--- config.mk ---
export PLATFORM = sky130hd
export DESIGN_NAME = sram_vec_reader
export DESIGN_NICKNAME = d
export VERILOG_FILES = /design/src/rtl/sram_vec_reader.sv
export SDC_FILE = /design/constraint.sdc
export NUM_CORES = 1
export LEC_CHECK = 0
export CORE_MARGIN = 2
export CORE_UTILIZATION = 55
export CTS_CLUSTER_DIAMETER = 80
export DETAILED_ROUTE_END_ITERATION = 7
export MAX_ROUTING_LAYER = met4
export PLACE_DENSITY = 0.91
export SLEW_MARGIN = 10
export SYNTH_ARGS = -nofsm -noshare
export SYNTH_HDL_FRONTEND = slang
export SYNTH_SLANG_ARGS = --single-unit
--- constraint.sdc ---
create_clock -name clock -period 3.8 [get_ports clock]
set_clock_uncertainty 0.05 [all_clocks]
set_input_delay 0.76 -clock clock [delete_from_list [all_inputs] [get_ports clock]]
set_output_delay 0.76 -clock clock [all_outputs]
set_load 0.02 [all_outputs]
--- src/rtl/sram_vec_reader.sv ---
// Streams a run of consecutive SRAM words through an Avalon-MM read master into a
// small FIFO, and presents them in order on a valid/ready output.
module sram_vec_reader #(
    parameter int ADDR_WIDTH = 20,
    parameter int DATA_WIDTH = 16,
    parameter int BE_WIDTH   = DATA_WIDTH / 8,
    parameter int FIFO_DEPTH = 8
) (
    input  logic                  clock,
    input  logic                  reset_n,
    input  logic                  start,
    input  logic                  abort,
    input  logic [ADDR_WIDTH-1:0] base_addr,
    input  logic [ADDR_WIDTH:0]   word_count,
    output logic                  busy,
    output logic                  done,
    output logic [ADDR_WIDTH-1:0] m_address,
    output logic [BE_WIDTH-1:0]   m_byteenable,
    output logic                  m_read,
    output logic                  m_write,
    output logic [DATA_WIDTH-1:0] m_writedata,
    input  logic [DATA_WIDTH-1:0] m_readdata,
    input  logic                  m_waitrequest,
    output logic [DATA_WIDTH-1:0] out_data,
    output logic                  out_valid,
    input  logic                  out_ready
);

    localparam int PTR_W = (FIFO_DEPTH > 1) ? $clog2(FIFO_DEPTH) : 1;
    localparam int CNT_W = PTR_W + 1;
    localparam logic [CNT_W-1:0]    FULL_CNT = CNT_W'(FIFO_DEPTH);
    localparam logic [ADDR_WIDTH:0] ONE_LEFT = (ADDR_WIDTH + 1)'(1);

    typedef enum logic [1:0] {IDLE, READ, DRAIN} state_t;

    state_t                  state_q, state_d;
    logic [ADDR_WIDTH-1:0]   addr_q;
    logic [ADDR_WIDTH:0]     remaining_q;
    logic                    zero_done_q;
    logic [DATA_WIDTH-1:0]   mem [FIFO_DEPTH];
    logic [PTR_W-1:0]        wr_ptr, rd_ptr;
    logic [CNT_W-1:0]        fifo_count;

    logic                    job_load;
    logic                    zero_job;
    logic                    accept;
    logic                    pop;

    assign m_write      = 1'b0;
    assign m_writedata  = '0;
    assign m_byteenable = '1;
    assign m_address    = addr_q;

    // m_read depends on registered state only, so no path from waitrequest/out_ready.
    assign m_read    = (state_q == READ) && (fifo_count != FULL_CNT);
    assign accept    = m_read && !m_waitrequest;
    assign out_valid = (fifo_count != '0);
    assign pop       = out_valid && out_ready;
    assign out_data  = out_valid ? mem[rd_ptr] : '0;
    assign busy      = (state_q != IDLE);

    assign job_load = (state_q == IDLE) && start && (word_count != '0);
    assign zero_job = (state_q == IDLE) && start && (word_count == '0);

    // abort suppresses a completion pulse that would otherwise land in its cycle.
    assign done = !abort && (zero_done_q || ((state_q == DRAIN) && (fifo_count == '0)));

    always_comb begin
        state_d = state_q;
        case (state_q)
            IDLE:    if (job_load) state_d = READ;
            READ:    if (accept && (remaining_q == ONE_LEFT)) state_d = DRAIN;
            DRAIN:   if (fifo_count == '0) state_d = IDLE;
            default: state_d = IDLE;
        endcase
        if (abort) state_d = IDLE;
    end

    always_ff @(posedge clock or negedge reset_n) begin
        if (!reset_n) begin
            state_q     <= IDLE;
            addr_q      <= '0;
            remaining_q <= '0;
            zero_done_q <= 1'b0;
            wr_ptr      <= '0;
            rd_ptr      <= '0;
            fifo_count  <= '0;
        end else begin
            state_q     <= state_d;
            zero_done_q <= zero_job && !abort;
            if (abort) begin
                wr_ptr     <= '0;
                rd_ptr     <= '0;
                fifo_count <= '0;
            end else begin
                if (job_load) begin
                    addr_q      <= base_addr;
                    remaining_q <= word_count;
                end else if (accept) begin
                    addr_q      <= addr_q + ADDR_WIDTH'(1);
                    remaining_q <= remaining_q - ONE_LEFT;
                end
                if (accept) wr_ptr <= wr_ptr + PTR_W'(1);
                if (pop)    rd_ptr <= rd_ptr + PTR_W'(1);
                case ({accept, pop})
                    2'b10:   fifo_count <= fifo_count + CNT_W'(1);
                    2'b01:   fifo_count <= fifo_count - CNT_W'(1);
                    default: fifo_count <= fifo_count;
                endcase
            end
        end
    end

    always_ff @(posedge clock) begin
        if (accept && !abort) mem[wr_ptr] <= m_readdata;
    end

endmodule

==> results of run 1 <==
state kept, by name, summed over array words and instances (netlist names):
register and count:
mem 128, remaining_q 21, m_address 20, fifo_count 4
rd_ptr 3, wr_ptr 3, state_q 2, zero_done_q 1
synth_stat cells (3+ instances only):
master,number
edfxtp_1,128
dfrtp_1,54
mux2i_1,52
nor2_1,51
mux4_2,32
o22ai_1,31
clkbuf_1,24
inv_1,24
nand2_1,22
buf_4,21
nor3_1,21
buf_2,14
o2bb2ai_1,13
a2bb2oi_1,12
nand3_1,12
or3_1,12
nor4_1,11
a22oi_1,9
ha_1,7
and3_1,6
nand4_1,6
or4_1,6
a21oi_1,4
a31oi_1,4
nor3b_1,4
or2_2,4
xnor2_1,4
xor2_1,4
a21o_1,3
a221o_1,3
nor4_2,3
nor4b_1,3
routing by layer:
| metal | GRT usage | share of wire | up-vias |
|---|---|---|---|
| li1 | - | - | 2652 |
| met1 | 0.346 | 0.41 | 2979 |
| met2 | 0.442 | 0.51 | 302 |
| met3 | 0.0462 | 0.062 | 35 |
| met4 | 0.0898 | 0.018 | 0 |
| met5 | - | 0 | - |
final cells by class:
| type | count | area [sq um] | share of cell area |
|---|---|---|---|
| tap | 211 | 264 | 0.0250 |
| multi-input combinational | 385 | 3180 | 0.301 |
| clock inverter | 14 | 120 | 0.0114 |
| clock buffer | 18 | 429 | 0.0406 |
| timing repair buffer | 136 | 1280 | 0.122 |
| sequential | 182 | 5200 | 0.492 |
| inverter | 24 | 90.1 | 0.00853 |
cell usage in the layout, fill, tap and decap left out, types with 3 or more instances in the layout:
| cell type | instances |
|---|---|
| edfxtp_1 | 128 |
| clkdlybuf4s50_1 | 101 |
| dfrtp_1 | 53 |
| mux2i_1 | 52 |
| nor2_1 | 51 |
| buf_4 | 33 |
| mux4_2 | 32 |
| o22ai_1 | 31 |
| inv_1 | 24 |
| nand2_1 | 22 |
| conb_1 | 19 |
| nor3_1 | 18 |
| clkbuf_16 | 17 |
| o2bb2ai_1 | 13 |
| or3_1 | 12 |
| nand3_1 | 12 |
| a2bb2oi_1 | 12 |
| nor4_1 | 10 |
| a22oi_1 | 9 |
| ha_1 | 7 |
| or4_1 | 6 |
| nand4_1 | 6 |
| and3_1 | 6 |
| nor3_2 | 4 |
| a31oi_1 | 4 |
| xor2_1 | 4 |
| or2_2 | 4 |
| xnor2_1 | 4 |
| inv_6 | 4 |
| nor4_2 | 3 |
| a21oi_1 | 3 |
| a221o_1 | 3 |
| clkinv_4 | 3 |
worst min path at each step:
stage | startpoint | end | slack (ns) | cells past startpoint
detailed placement | remaining_q[9]$_DFFE_PN0P_ | remaining_q[9]$_DFFE_PN0P_ | 0.43 | 1
global placement | remaining_q[9]$_DFFE_PN0P_ | remaining_q[9]$_DFFE_PN0P_ | 0.42 | 1
global route | reset_n | m_address[14]$_DFFE_PN0P_ | 0.44 | 1
floorplan | remaining_q[9]$_DFFE_PN0P_ | remaining_q[9]$_DFFE_PN0P_ | 0.40 | 1
CTS | reset_n | m_address[14]$_DFFE_PN0P_ | 0.39 | 1
finish | reset_n | m_address[14]$_DFFE_PN0P_ | 0.38 | 1
logic make-up after synthesis:
logic type / share of synthesized area
fa+ha+maj: 0.0101
other cells: 0.000866
buf+inv: 0.0494
flops: 0.599
xor+xnor: 0.00808
simple gates: 0.104
compound gates: 0.0824
mux: 0.146
critical path, delay by kind of cell, from the launching register on:
family	cells	cell delay (ns)
mux	2	0.71
simple gates	1	0.08
buf+inv	2	0.82
flops	1	0.68
power breakdown:
part / internal [uW] / switching, uW / total [uW]
Clock: 855 / 783 / 1640
Sequential: 2330 / 287 / 2620
Combinational: 986 / 1130 / 2120
Total: 4170 / 2200 / 6380
per-stage QoR:
stage               power, uW  cell area [sq um]  utilization  setup slack (ns)  std cells
floorplan                3840               8740            -             0.123        654
global placement         4650              10000        0.654             0.524        938
detailed placement       4750              10000        0.654             0.478        938
CTS                      6380              10600        0.690             0.205        970
global route             6640              10600        0.690             0.107        970
finish                   6380              10600        0.690             0.259        970
==> flow_metrics.tcl, run 1 <==
set metrics [dict create \
    status "finished, final reports clean" \
    rsz0062_at_grt "no" \
    maxCapViolCount 0 \
    cp_max_fo 22 \
    tightestPinTransition_ns 0.870 \
    worst_setup_path_start_kind "flop" \
    diodes 0 \
    dr.pass1.iters 5 \
    clkLatencyLatePin_ns 0.44 \
    num_vias 5968 \
    route.detailed.drc 0 \
    pwr_density_cell_mw_per_mm2 604 \
    die_x_um 130 \
    cts_sinks 182 \
    post-route-min-period_ns 3.54 \
    r2r_slack_ns 0.73 \
    drt_iter0_drc 733 \
    yosysSeqAreaShare 0.599 \
    setup_tns_ns 0 \
    grt_pass1_wl_um 33100 \
    path_class "reg2out" \
    rows 45 \
    max_stage_delay_ns 0.68 \
    finalSetupViolations 0 \
    first_global_vias 6159 \
    synthArstFlopShare 0.297 \
    max_slew_margin 0.418 \
    report.final.slew_viol_count 0 \
    cp.arrival_ns 2.73 \
    core_sq_mm 0.0153 \
    fin_nets 816 \
    cts_resized 0 \
    synth_top_area_frac 0.443 \
    routedWlPerCell_um 21.4 \
    hold_viol 0 \
    totalWireLength_um 20700 \
    grt_usage 0.270 \
    synthFlopType "edfxtp_1" \
    critPathLaunch "rd_ptr[0]$_DFFE_PN0P_" \
    clk_pin_slew_worst_paths_ns 0.07 \
    synth_cell_type_count 56 \
    critPathCapture "out_data[8]" \
    yosys_warnings 0 \
    start_util 0.566 \
    cp-end-kind "output pin" \
    synth-edff-count 128 \
    holdBufCountCts 0 \
    fmax_mhz 282 \
    synth_area_sq_mm 0.00867 \
    place.gp.congestion 0.912 \
    syn_to_final_growth_pct 21.9 \
    syn_avg_cell_area_sq_um 13.6 \
    nFillCells 1037 \
    min_path_type "in2async" \
    drt.antenna.violating_nets 0 \
    numCtsBuffers 17 \
    whs_ns 0.377 \
    place_hpwl_um 14000 \
    rr_startpoint "fifo_count[1]$_DFFE_PN0P_" \
    routed_via_density 6.15 \
    grt_max_degree 42 \
    synth_area_leaders "edfxtp_1 (44%), dfrtp_1 (16%), mux4_2 (8.3%), mux2i_1 (6.0%), o22ai_1 (2.2%)" \
    h-tree-depth 4 \
    ff2ff_path_depth 10 \
    yosys_register_bits 182 \
    cts_tree "built" \
    min_period_over_period 0.932 \
    io-pin-count 122 \
    cts_buffer_depth 2 \
    overflow 0 \
    post-cts-setup-buffers 0 \
    leakage_uw 0.00380 \
    ir_drop_mv 0.344 \
    antenna_found_initial 0 \
    post-synth-top-area-cell "edfxtp_1" \
    final_layout_size_suffix_gt1_frac 0.159 \
    die_area_sq_mm 0.0168 \
    crit_path_top_delay_cell "dfrtp_2" \
    die_y_um 130 \
    rr_endpoint "fifo_count[3]$_DFFE_PN0P_" \
    port_buffers 102 \
    cts_root_buf "clkbuf_16" \
    syn_inst 637 \
    cp_cell_sequence "buf_12 > mux4_2 > mux2i_1 > nor2_1 > clkdlybuf4s50_1" \
    crit_required_ns 2.99 \
]
(Power assumes the default switching activity.)
==> run 2: changes to the inputs <==
--- a/config.mk
+++ b/config.mk
@@ -7,6 +7,7 @@
 export LEC_CHECK = 0
 export CORE_MARGIN = 2
 export CORE_UTILIZATION = 55
+export CTS_BUF_LIST = sky130_fd_sc_hd__clkbuf_4
 export CTS_CLUSTER_DIAMETER = 80
 export DETAILED_ROUTE_END_ITERATION = 7
 export MAX_ROUTING_LAYER = met4
==> run 2 against run 1 <==
  * Worst setup slack got worse by 0.073 ns
  * Worst hold slack got worse by 0.17 ns
  * Maximum frequency fell by 2.0%
  * Die area unchanged
  * Global-route usage down 1.2 points
  * Flip-flop and latch count unchanged
  * Largest cell class unchanged
  * Largest power group unchanged
  * Register-to-register slack about the same
  * Clock power down 41%
  * Critical path type unchanged
==> flow_metrics.tcl, run 2 (synthesized netlist as in run 1, its figures left out) <==
set metrics [dict create \
    die_area_sq_mm 0.0168 \
    cts_tree "built" \
    met1_usage 0.328 \
    max_stage_delay_ns 0.64 \
    crit_required_ns 2.99 \
    die_x_um 130 \
    whs_ns 0.202 \
    crit_path_top_delay_cell "dfrtp_4" \
    start_util 0.566 \
    post-cts-setup-buffers 0 \
    tightestPinTransition_ns 0.856 \
    cp-end-kind "output pin" \
    place_ws_ns 0.478 \
    rr_startpoint "fifo_count[1]$_DFFE_PN0P_" \
    route.detailed.drc 0 \
    path_class "reg2out" \
    r2r_slack_ns 0.73 \
    finalSetupViolations 0 \
    ir_drop_mv 0.359 \
    die_y_um 130 \
    max_slew_margin 0.428 \
    fin_nets 816 \
    num_vias 5929 \
    dr.pass1.iters 5 \
    h-tree-depth 4 \
    syn_to_final_growth_pct 18.6 \
    drt_iter0_drc 611 \
    place.gp.congestion 0.912 \
    rsz0062_at_grt "no" \
    rr_endpoint "fifo_count[3]$_DFFE_PN0P_" \
    met3_usage 0.0417 \
    clkLatencyLatePin_ns 0.58 \
    report.final.slew_viol_count 0 \
    use_met2 0.428 \
    pwr_density_cell_mw_per_mm2 554 \
    setup_tns_ns 0 \
    ff2ff_path_depth 10 \
    layout_common_cells "edfxtp_1 (128), clkdlybuf4s50_1 (101), dfrtp_1 (53)" \
    cts_sinks 182 \
    nFillCells 1054 \
    holdBufCountCts 0 \
    grt_usage 0.258 \
    grt_max_degree 42 \
    p_total_uw 5690 \
    rows 45 \
    layout_setup_ws_ns 0.187 \
    routed_via_density 6.11 \
    min_path_type "in2async" \
    final_layout_size_suffix_gt1_frac 0.161 \
    antenna_found_initial 1 \
    first_global_vias 6077 \
    place_hpwl_um 14000 \
    port_buffers 102 \
    layout_commonest_cell "edfxtp_1" \
    cp_cell_sequence "buf_12 > mux4_2 > mux2i_1 > nor2_1 > clkdlybuf4s50_1" \
    worst_setup_path_start_kind "flop" \
    drt.antenna.violating_nets 0 \
    cts_buffer_depth 2 \
    fmax_mhz 277 \
    hold_viol 0 \
    routedWlPerCell_um 20.5 \
    top_usage_layer "met2" \
    grt_pass1_wl_um 31900 \
    core_sq_mm 0.0153 \
    clk_pin_slew_worst_paths_ns 0.15 \
    min_period_over_period 0.951 \
    largest-register "mem" \
    post-route-min-period_ns 3.61 \
    status "finished, final reports clean" \
    totalWireLength_um 19900 \
    numCtsBuffers 17 \
    leakage_uw 0.00367 \
    cp.arrival_ns 2.80 \
    cp_max_fo 22 \
    io-pin-count 122 \
    cts_root_buf "clkbuf_4" \
    overflow 0 \
    maxCapViolCount 0 \
    largest_register_ffs 128 \
]
## run 2: changes by cell type in the layout (fill, tap and decap cells not counted)
cell	before	now
clkbuf_4	0	18
clkbuf_16	17	0
diode_2	0	1
dfrtp_2	1	0
clkbuf_1	1	0
dfrtp_4	0	1
## run 2: timing repair
item	CTS	global route
gates resized for setup	0	1
setup endpoints to repair	0	8
endpoints found under the hold margin	0	0
## run 2: final cells by class
type / count / area (sq um) / area share
Clock inverter: 14 / 120 / 0.0117
Sequential cell: 182 / 5200 / 0.506
Inverter: 24 / 90.1 / 0.00877
Antenna cell: 1 / 2.50 / 0.000244
Multi-Input combinational cell: 385 / 3180 / 0.310
Timing Repair Buffer: 136 / 1280 / 0.125
Clock buffer: 18 / 135 / 0.0131
Tap cell: 211 / 264 / 0.0257
## run 2: worst max-delay path by stage
stage / end / cells after the start / slack (ns) / from
after floorplan: mem[0][0]$_DFFE_PP_ / 4 / 0.12 / m_waitrequest
after global placement: remaining_q[10]$_DFFE_PN0P_ / 7 / 0.52 / word_count[16]
after detailed placement: remaining_q[10]$_DFFE_PN0P_ / 7 / 0.48 / word_count[10]
after CTS: out_data[8] / 5 / 0.03 / rd_ptr[0]$_DFFE_PN0P_
after global routing: out_data[8] / 5 / 0.06 / rd_ptr[0]$_DFFE_PN0P_
final: out_data[8] / 5 / 0.19 / rd_ptr[0]$_DFFE_PN0P_
## run 2: layer usage
layer	part of all wire	wire, um
met3	0.065	1300
met5	0	0
met1	0.40	8040
met2	0.51	10200
met4	0.017	342
## run 2: stage by stage
step | cells | utilization | instance area [sq um]
floorplan | 654 | - | 8740
global route | 971 | 0.671 | 10300
detailed placement | 938 | 0.654 | 10000
CTS | 970 | 0.671 | 10300
finish | 971 | 0.671 | 10300
global placement | 938 | 0.654 | 10000
## run 2: worst max-delay path: cells and delay by family, from the launching register on
kind / cells / cell delay [ns]
multiplexers: 2 / 0.70
buffers and inverters: 2 / 0.81
flip-flops: 1 / 0.64
AND/OR/NAND/NOR: 1 / 0.07
## run 2: power breakdown
| group | switching (uW) | leakage, uW | total [uW] | internal (uW) |
|---|---|---|---|---|
| logic | 1130 | 0.00173 | 2110 | 987 |
| clock network | 680 | 0.000139 | 966 | 285 |
| registers | 283 | 0.00181 | 2610 | 2330 |
==> run 3: changes to the inputs <==
--- a/config.mk
+++ b/config.mk
@@ -10,8 +10,9 @@
 export CTS_BUF_LIST = sky130_fd_sc_hd__clkbuf_4
 export CTS_CLUSTER_DIAMETER = 80
 export DETAILED_ROUTE_END_ITERATION = 7
+export DONT_BUFFER_PORTS = 1
 export MAX_ROUTING_LAYER = met4
-export PLACE_DENSITY = 0.91
+export PLACE_DENSITY = 0.81
 export SLEW_MARGIN = 10
 export SYNTH_ARGS = -nofsm -noshare
 export SYNTH_HDL_FRONTEND = slang
==> run 3 against run 2 <==
  * Worst setup slack improved by 0.32 ns
  * Via count down 7.7%
  * Critical path type unchanged
  * Maximum frequency grew 9.6%
  * Critical endpoint is now out_data[1]
  * First-iteration DRC count is 28% lower
  * Design area down 10%
  * Sequential power up 5%
==> flow_metrics.tcl, run 3 (synthesized netlist as in run 1, its figures left out) <==
set metrics [dict create \
    drt_iter0_drc 437 \
    rows 45 \
    cts_resized 0 \
    worst_setup_path_start_kind "flop" \
    layout_setup_ws_ns 0.503 \
    final_layout_size_suffix_gt1_frac 0.169 \
    ir_drop_mv 0.267 \
    num_vias 5475 \
    min_path_type "in2reg" \
    diodes 0 \
    grt_max_degree 55 \
    nFillCells 1168 \
    die_area_sq_mm 0.0168 \
    hold_depth 1 \
    post-cts-setup-buffers 0 \
    ff2ff_path_depth 6 \
    route.detailed.drc 0 \
    crit_cells 4 \
    clkLatencyLatePin_ns 0.57 \
    largest-register "mem" \
    first_global_vias 5578 \
    cts_root_buf "clkbuf_4" \
    layout_commonest_cell "edfxtp_1" \
    largest_register_ffs 128 \
    rsz0062_at_grt "no" \
    grt_pass1_wl_um 29100 \
    max_slew_margin 0.330 \
    die_y_um 130 \
    grt_usage 0.237 \
    core_sq_mm 0.0153 \
    routedWlPerCell_um 22.0 \
    start_util 0.566 \
    report.final.slew_viol_count 0 \
    placed_cell_area_sq_mm 0.00889 \
    max_stage_delay_ns 0.69 \
    setup_tns_ns 0 \
    pwr_density_cell_mw_per_mm2 564 \
    io-pin-count 122 \
    r2r_slack_ns 0.83 \
    dr.pass1.iters 5 \
    finalSetupViolations 0 \
    holdPathEnd "fifo_count[0]$_DFFE_PN0P_" \
    rr_endpoint "remaining_q[12]$_DFFE_PN0P_" \
    fin_nets 701 \
    fin_util 0.601 \
    crit_path_top_delay_cell "dfrtp_2" \
    path_class "reg2out" \
    leakage_uw 0.00321 \
    routed_via_density 6.40 \
    fmax_mhz 303 \
    maxCapViolCount 0 \
    rr_startpoint "fifo_count[1]$_DFFE_PN0P_" \
    cp.arrival_ns 2.49 \
    cts_tree "built" \
    place.gp.congestion 0.866 \
    cts_buffer_depth 2 \
    cp_max_fo 14 \
    tightestPinTransition_ns 1.00 \
    antenna_found_initial 0 \
    critPathTopFamily "multiplexers" \
    die_x_um 130 \
    syn_to_final_growth_pct 6.16 \
    crit_required_ns 2.99 \
    critical_path_buf_inv_count 1 \
    clk_pin_slew_worst_paths_ns 0.15 \
    h-tree-depth 4 \
    numCtsBuffers 17 \
    final_area_sq_mm 0.00920 \
    port_buffers 0 \
    drt.antenna.violating_nets 0 \
    post-route-min-period_ns 3.30 \
    totalWireLength_um 18800 \
    cp-end-kind "output pin" \
    overflow 0 \
    hold_viol 0 \
    whs_ns 0.184 \
    min_period_over_period 0.868 \
    place_ws_ns 0.666 \
    cp_cell_sequence "buf_4 > mux4_2 > mux2i_1 > nor2_1" \
    status "finished, final reports clean" \
    worstHoldStart "abort" \
    layout_common_cells "edfxtp_1 (128), dfrtp_1 (53), mux2i_1 (52)" \
    place_hpwl_um 12300 \
    cts_sinks 182 \
]
## run 3: cell count changes in the layout (fill, tap and decap cells not counted), moves of 2 or more
cell	delta
clkdlybuf4s50_1	-101
buf_4	-15
clkinvlp_4	+4
clkinv_4	-3
clkinv_1	-2
inv_8	+2
## run 3: repair_timing
action                     4_1_cts  5_1_grt
setup endpoints to repair        0        0
hold endpoints to repair        54        0
hold buffers                     2        0
## run 3: cell type report
| class | count | area (sq um) | share of cell area |
|---|---|---|---|
| clock buffer | 18 | 135 | 0.0147 |
| clock inverter | 14 | 134 | 0.0145 |
| inverter | 24 | 90.1 | 0.00979 |
| multi-input combinational | 385 | 3190 | 0.347 |
| sequential | 182 | 5200 | 0.565 |
| tap | 211 | 264 | 0.0287 |
| timing repair buffer | 21 | 193 | 0.0209 |
## run 3: per-layer routing
layer  share of wire  vias to the layer above  wire length [um]  global-route usage
li1                -                     2433                 -                   -
met1            0.38                     2715              7170               0.283
met4           0.023                        0               426              0.0816
met5               0                        -                 0                   -
met3           0.084                       42              1580              0.0545
met2            0.51                      285              9660               0.401
## run 3: where the power goes
part | internal [uW] | switching (uW)
sequential | 2330 | 406
combinational | 558 | 891
clock | 296 | 708
total | 3180 | 2010
## run 3: through the flow
stage | std cells | total power [uW]
2_1_floorplan | 654 | 3840
6_report | 855 | 5190
4_1_cts | 855 | 5210
3_5_place_dp | 821 | 4200
5_1_grt | 855 | 5450
3_3_place_gp | 821 | 4110
## run 3: worst register-to-register path, delay by kind of cell, from the launching register on
kind | cells | cell delay, ns
buf+inv | 2 | 0.65
simple gates | 3 | 1.53
flops | 1 | 0.50
compound gates | 1 | 0.18
## run 3: worst max-delay path by stage
stage | startpoint | to | slack, ns
2_1_floorplan | m_waitrequest | mem[0][0]$_DFFE_PP_ | 0.12
3_3_place_gp | word_count[2] | remaining_q[12]$_DFFE_PN0P_ | 0.75
3_5_place_dp | word_count[2] | remaining_q[12]$_DFFE_PN0P_ | 0.67
4_1_cts | rd_ptr[0]$_DFFE_PN0P_ | out_data[1] | 0.42
5_1_grt | rd_ptr[0]$_DFFE_PN0P_ | out_data[1] | 0.32
6_report | rd_ptr[0]$_DFFE_PN0P_ | out_data[1] | 0.50
